$ cat config.mk
export PLATFORM = sky130hd
export DESIGN_NAME = mem_stream_reader
export DESIGN_NICKNAME = d
export VERILOG_FILES = /design/src/rtl/mem_pkg.sv /design/src/rtl/sync_fifo.sv /design/src/rtl/mem_stream_reader.sv
export SDC_FILE = /design/constraint.sdc
export NUM_CORES = 1
export LEC_CHECK = 0
export ABC_AREA = 1
export CORE_MARGIN = 2
export CORE_UTILIZATION = 40
export DETAILED_ROUTE_END_ITERATION = 8
export RECOVER_POWER = 25
export SETUP_SLACK_MARGIN = 0.05
export SYNTH_ARGS = -nofsm -noshare
export SYNTH_HDL_FRONTEND = slang
export SYNTH_SLANG_ARGS = --single-unit
export TNS_END_PERCENT = 20
$ cat constraint.sdc
create_clock -name clk -period 4.25 [get_ports clk]
set_input_delay 0.85 -clock clk [delete_from_list [all_inputs] [get_ports clk]]
set_output_delay 0.85 -clock clk [all_outputs]
set_load 0.005 [all_outputs]
$ cat src/rtl/mem_pkg.sv
// Shared constants and types for clients of the single-port word memory.
// Word address is [15:1] of the byte address; read data arrives a fixed latency after the address.
package mem_pkg;
    localparam int MEM_AW     = 15;
    localparam int MEM_DW     = 16;
    localparam int MEM_RD_LAT = 2;

    typedef enum logic [1:0] {
        IDLE,
        ISSUE,
        DRAIN
    } state_e;
endpackage

$ cat src/rtl/sync_fifo.sv
// Generic synchronous FIFO with occupancy count; head word is visible on o_pop_dat.
// Latency: a word pushed at an edge is readable in the next cycle.
// Backpressure: none internally; the caller must never push when full without popping.
module sync_fifo #(
    parameter int WIDTH = 16,
    parameter int DEPTH = 4
) (
    input  logic                       clk,
    input  logic                       reset,
    input  logic                       i_push,
    input  logic [WIDTH-1:0]           i_push_dat,
    input  logic                       i_pop,
    output logic [WIDTH-1:0]           o_pop_dat,
    output logic [$clog2(DEPTH+1)-1:0] o_count,
    output logic                       o_empty,
    output logic                       o_full
);
    localparam int CW = $clog2(DEPTH + 1);
    localparam int PW = (DEPTH > 1) ? $clog2(DEPTH) : 1;

    logic [WIDTH-1:0] r_mem [DEPTH];
    logic [PW-1:0]    r_wr_ptr;
    logic [PW-1:0]    r_rd_ptr;
    logic [CW-1:0]    r_count;

    function automatic logic [PW-1:0] ptr_inc(input logic [PW-1:0] p);
        return (p == PW'(DEPTH - 1)) ? '0 : p + 1'b1;
    endfunction

    always_ff @(posedge clk) begin
        if (reset) begin
            r_wr_ptr <= '0;
            r_rd_ptr <= '0;
            r_count  <= '0;
            for (int i = 0; i < DEPTH; i++) begin
                r_mem[i] <= '0;
            end
        end else begin
            if (i_push) begin
                r_mem[r_wr_ptr] <= i_push_dat;
                r_wr_ptr        <= ptr_inc(r_wr_ptr);
            end
            if (i_pop) begin
                r_rd_ptr <= ptr_inc(r_rd_ptr);
            end
            if (i_push && !i_pop) begin
                r_count <= r_count + 1'b1;
            end else if (!i_push && i_pop) begin
                r_count <= r_count - 1'b1;
            end
        end
    end

    assign o_pop_dat = r_mem[r_rd_ptr];
    assign o_count   = r_count;
    assign o_empty   = (r_count == '0);
    assign o_full    = (r_count == CW'(DEPTH));
endmodule

$ cat src/rtl/mem_stream_reader.sv
// Streams count sequential words from base out of the memory read port onto a valid/ready output.
// Latency: start cycle + issue cycle + MEM_RD_LAT read cycles, so first out_valid 4 cycles after start.
// Backpressure: reads are issued only while FIFO occupancy plus in-flight reads leave a free slot.
module mem_stream_reader
    import mem_pkg::*;
#(
    parameter int FIFO_DEPTH = 4,
    parameter int MEM_RD_LAT = mem_pkg::MEM_RD_LAT
) (
    input  logic              clk,
    input  logic              reset,
    input  logic              start,
    input  logic [MEM_AW-1:0] base,
    input  logic [15:0]       count,
    output logic              busy,
    output logic              done,
    output logic [MEM_AW-1:0] mem_raddr,
    input  logic [MEM_DW-1:0] mem_rdata,
    output logic              out_valid,
    input  logic              out_ready,
    output logic [MEM_DW-1:0] out_data
);
    localparam int FCW = $clog2(FIFO_DEPTH + 1);
    localparam int ICW = $clog2(MEM_RD_LAT + 1);

    state_e                r_state;
    logic                  r_busy;
    logic                  r_done;
    logic [MEM_AW-1:0]     r_raddr;
    logic [15:0]           r_remaining;
    logic [MEM_RD_LAT-1:0] r_inflight;

    logic [FCW-1:0] w_fifo_count;
    logic           w_fifo_empty;
    logic           w_fifo_full;
    logic [ICW-1:0] w_inflight_cnt;
    logic [7:0]     w_credit_used;
    logic           w_issue;
    logic           w_push;
    logic           w_pop;
    logic           w_last_pop;

    always_comb begin
        w_inflight_cnt = '0;
        for (int i = 0; i < MEM_RD_LAT; i++) begin
            w_inflight_cnt = w_inflight_cnt + ICW'(r_inflight[i]);
        end
    end

    // Every in-flight read already owns a FIFO slot, so returning data can never overflow.
    assign w_credit_used = 8'(w_fifo_count) + 8'(w_inflight_cnt);
    assign w_issue       = (r_state == ISSUE) && (r_remaining != 16'd0) && !w_fifo_full
                           && (w_credit_used < 8'(FIFO_DEPTH));
    assign w_push        = r_inflight[MEM_RD_LAT-1];
    assign w_pop         = out_valid && out_ready;
    assign w_last_pop    = (r_state == DRAIN) && (w_inflight_cnt == '0)
                           && (w_fifo_count == FCW'(1)) && w_pop;

    always_ff @(posedge clk) begin
        if (reset) begin
            r_inflight <= '0;
        end else begin
            r_inflight <= {r_inflight[MEM_RD_LAT-2:0], w_issue};
        end
    end

    // done is registered: it rises the cycle after the final handshake, together with busy falling.
    always_ff @(posedge clk) begin
        if (reset) begin
            r_state     <= IDLE;
            r_busy      <= 1'b0;
            r_done      <= 1'b0;
            r_raddr     <= '0;
            r_remaining <= '0;
        end else begin
            r_done <= 1'b0;
            case (r_state)
                IDLE: begin
                    if (start) begin
                        if (count != 16'd0) begin
                            r_state     <= ISSUE;
                            r_busy      <= 1'b1;
                            r_raddr     <= base;
                            r_remaining <= count;
                        end else begin
                            r_done <= 1'b1;
                        end
                    end
                end
                ISSUE: begin
                    if (w_issue) begin
                        r_raddr     <= r_raddr + 1'b1;
                        r_remaining <= r_remaining - 16'd1;
                        if (r_remaining == 16'd1) begin
                            r_state <= DRAIN;
                        end
                    end
                end
                DRAIN: begin
                    if (w_last_pop) begin
                        r_state <= IDLE;
                        r_busy  <= 1'b0;
                        r_done  <= 1'b1;
                    end
                end
                default: r_state <= IDLE;
            endcase
        end
    end

    sync_fifo #(
        .WIDTH (MEM_DW),
        .DEPTH (FIFO_DEPTH)
    ) u_fifo (
        .clk        (clk),
        .reset      (reset),
        .i_push     (w_push),
        .i_push_dat (mem_rdata),
        .i_pop      (w_pop),
        .o_pop_dat  (out_data),
        .o_count    (w_fifo_count),
        .o_empty    (w_fifo_empty),
        .o_full     (w_fifo_full)
    );

    assign out_valid = !w_fifo_empty;
    assign busy      = r_busy;
    assign done      = r_done;
    assign mem_raddr = r_raddr;
endmodule

==> metrics <==
status finished clean; chip height 123.8 um; Net Count, Synth 821; fraction of synthesis flops using an asynchronous set or reset pin 0%; maxcap violations 0; starting density of the core 41.19%; global route total overflow 0; DRT Pass-1 Iters 5; input/output buffers 84; IO Count 85; maximum number of pins on one net before global-route repair 44; Max stage delay cell, worst path inv_1; Worst-Skew Late Latency 0.35 ns; Finished Layout Cells 1011; worst hold path type reg2reg; timing-limited maximum frequency 290.6 MHz; Leak 3.025 nW; series of cell instances along the critical path buf_4, inv_1, o21ai_0, o22ai_1, clkdlybuf4s50_1; clock transition at the registers of the reported paths 0.08 ns; maximum fanout count along the critical path 33; ratio of final minimum period to clock period 80.97%; power consumption 4.007 mW; total of hold buffers inserted after clock tree synthesis 0; number of nets at the end of the flow 891; synth-to-layout area growth 22.45%; Vias/cell 5.175; total negative slack 0 ns; power density over the cells 570.1 nW/um^2; netlist area before placement 5739 um^2; slowest stage delay, CP 0.72 ns; number of antenna diodes 0; remaining number of nets flagged by the antenna check after routing 0; fraction of the core area covered by cells at the end of the flow 50.44%; overall routed net length 15070 um; data required time at the worst endpoint 3.40 ns; dominant register cell in the synthesized netlist edfxtp_1; Final setup viols 0; number of CTS-inserted buffers 9; iteration-0 DRC count of the detailed router 433; Hold Vio Cnt, Final 0; number of buffers inserted by post-CTS setup repair 0; Unique masters post-synth 35; vias after detailed routing 5232; Max Root-Sink Buffers 2; CTS tree done; minimum clock period after layout 3.441 ns; fin worst setup slack 0.8090 ns; fraction of final layout cells sized beyond drive strength 1 4.332%; gr usage total 20.05%; sequential element share of the synthesized area 49.53%; gate count of the mapped netlist 756; post-synthesis average cell area 7.592 um^2; max_slew headroom 37.83%; post-detailed-route wirelength per cell 14.91 um; synth warn 0; Total Die Area 15320 um^2; number of antenna violations at the first check in global routing 0; die extent in x 123.8 um; maximum resistive drop on vdd 0.2256 mV; post-detailed-placement half-perimeter wirelength 10440 um; count of pins over their slew limit 0; critical path endpoint category output port; CTS H-tree lvls 3; Post-route DRC 0; number of enable flip-flop cells after synthesis 64; std cell rows 43; clock root buffer clkbuf_16; Crit path arrival time 2.59 ns; flop and latch count out of synthesis 110; critical path start-end classification reg2out; slew at the pin closest to its max-slew limit 0.9315 ns; unrepaired setup endpoints after global routing false; setup clock skew after layout 0.006386 ns; vias in the first global route 4771; count of cells resized by post-cts repair 0; area of the core 13930 um^2; dpl ws 0.9345 ns; post-placement cell count 995; weighted congestion at the end of routability-driven global placement 0.8786; number of clock sinks seen by CTS 110; first-pass GRT wire length 23740 um; Setup crit start kind register
-- critical path: cells and delay by family (launching register included) --
kind / cells / cell delay (ns)
buffers and inverters: 3 / 1.48
AOI/OAI and AO/OA: 2 / 0.44
DFF: 1 / 0.31
-- per-layer routing --
layer  up-vias  global-route usage (%)  routed length [um]  share of wire [%]
met5         -                       0                   0                  0
met3        14                   3.938                1007                6.7
met2       168                   30.80                6698                 44
li1       2590                       -                   -                  -
met1      2460                   28.48                7175                 48
met4         0                   6.321                 192                1.3
-- final timing paths --
kind                       startpoint                           endpoint  slack (ns)  cells after the start
max                          register                        out_data[5]        0.81                      5
min          r_inflight[0]$_SDFF_PP0_           r_inflight[1]$_SDFF_PP0_        0.47                      2
max reg2reg  r_inflight[1]$_SDFF_PP0_  u_fifo.r_mem[0][11]$_SDFFCE_PN0P_        1.63                      6
min reg2reg  r_inflight[0]$_SDFF_PP0_           r_inflight[1]$_SDFF_PP0_        0.47                      2
-- layout make-up --
cell class                 count  area (um^2)
clock buffer                  10        229.0
tap                          180        225.2
multi-input combinational    550         2510
fill                        1347         6907
clock inverter                 6        98.84
inverter                      67        251.5
sequential                   110         2843
timing repair buffer          88        870.8
-- cells in the final DEF (no fill, tap or decap), types with 2 or more instances in the layout --
cell             count
nor3_1               2
dfxtp_1             46
nand3_1             32
nor2_1             185
nor2_4               2
dlygate4sd3_1       19
inv_8                2
clkdlybuf4s50_1     65
o21ai_0             54
inv_2                3
nand4_1              7
buf_4                4
nand2_1            178
a21oi_1             23
o21ai_1              9
bufinv_16            2
o21bai_1             3
or2_2                8
edfxtp_1            64
a31oi_1              3
ha_1                14
inv_1               64
o22ai_1             17
clkbuf_16            9
xnor2_1              2
-- report_power, final --
| group | switching [mW] | leakage [nW] | internal [mW] | total (mW) |
|---|---|---|---|---|
| combinational | 0.925 | 1.83 | 0.680 | 1.61 |
| sequential | 0.179 | 1.04 | 1.29 | 1.47 |
| clock | 0.408 | 0.157 | 0.528 | 0.936 |
-- cells in the mapped netlist (2+ instances only) --
cell type | instances | area, um^2
a21oi_1 | 23 | 115.1
a31oi_1 | 3 | 18.77
buf_4 | 4 | 30.03
buf_6 | 2 | 22.52
clkbuf_1 | 21 | 78.83
dfxtp_1 | 46 | 920.9
edfxtp_1 | 64 | 1922
ha_1 | 14 | 175.2
inv_1 | 63 | 236.5
inv_2 | 4 | 15.01
nand2_1 | 178 | 668.1
nand3_1 | 32 | 160.2
nand4_1 | 7 | 43.79
nor2_1 | 185 | 694.4
nor2_4 | 2 | 22.52
nor3_1 | 2 | 10.01
o21ai_0 | 54 | 270.3
o21ai_1 | 9 | 45.04
o21bai_1 | 3 | 22.52
o22ai_1 | 17 | 106.4
or2_2 | 8 | 50.05
xnor2_1 | 2 | 17.52
-- state kept, by name, indices dropped and copies added, names as in the netlist, named ones only --
signal	flops
r_state	2
u_fifo.r_rd_ptr	2
u_fifo.o_count	3
u_fifo.r_mem	64
mem_raddr	15
r_remaining	16
r_inflight	2
done	1
busy	1
u_fifo.r_wr_ptr	2
-- kinds of logic after synthesis --
group,share of synthesized area (%)
DFF,49.53
buffers and inverters,6.824
adders and majority gates,3.052
AOI/OAI and AO/OA,10.64
xor gates and xnor gates,0.4579
and+or+nand+nor,29.50
-- metrics by stage --
stage | hold slack [ns] | instance area [um^2]
after global routing | 0.4829 | 7028
after detailed placement | 0.4571 | 6700
after CTS | 0.4696 | 7028
final | 0.4719 | 7028
after global placement | 0.4439 | 6700
after floorplan | 0.4343 | 5739
Power figures use the tool's default switching activity.
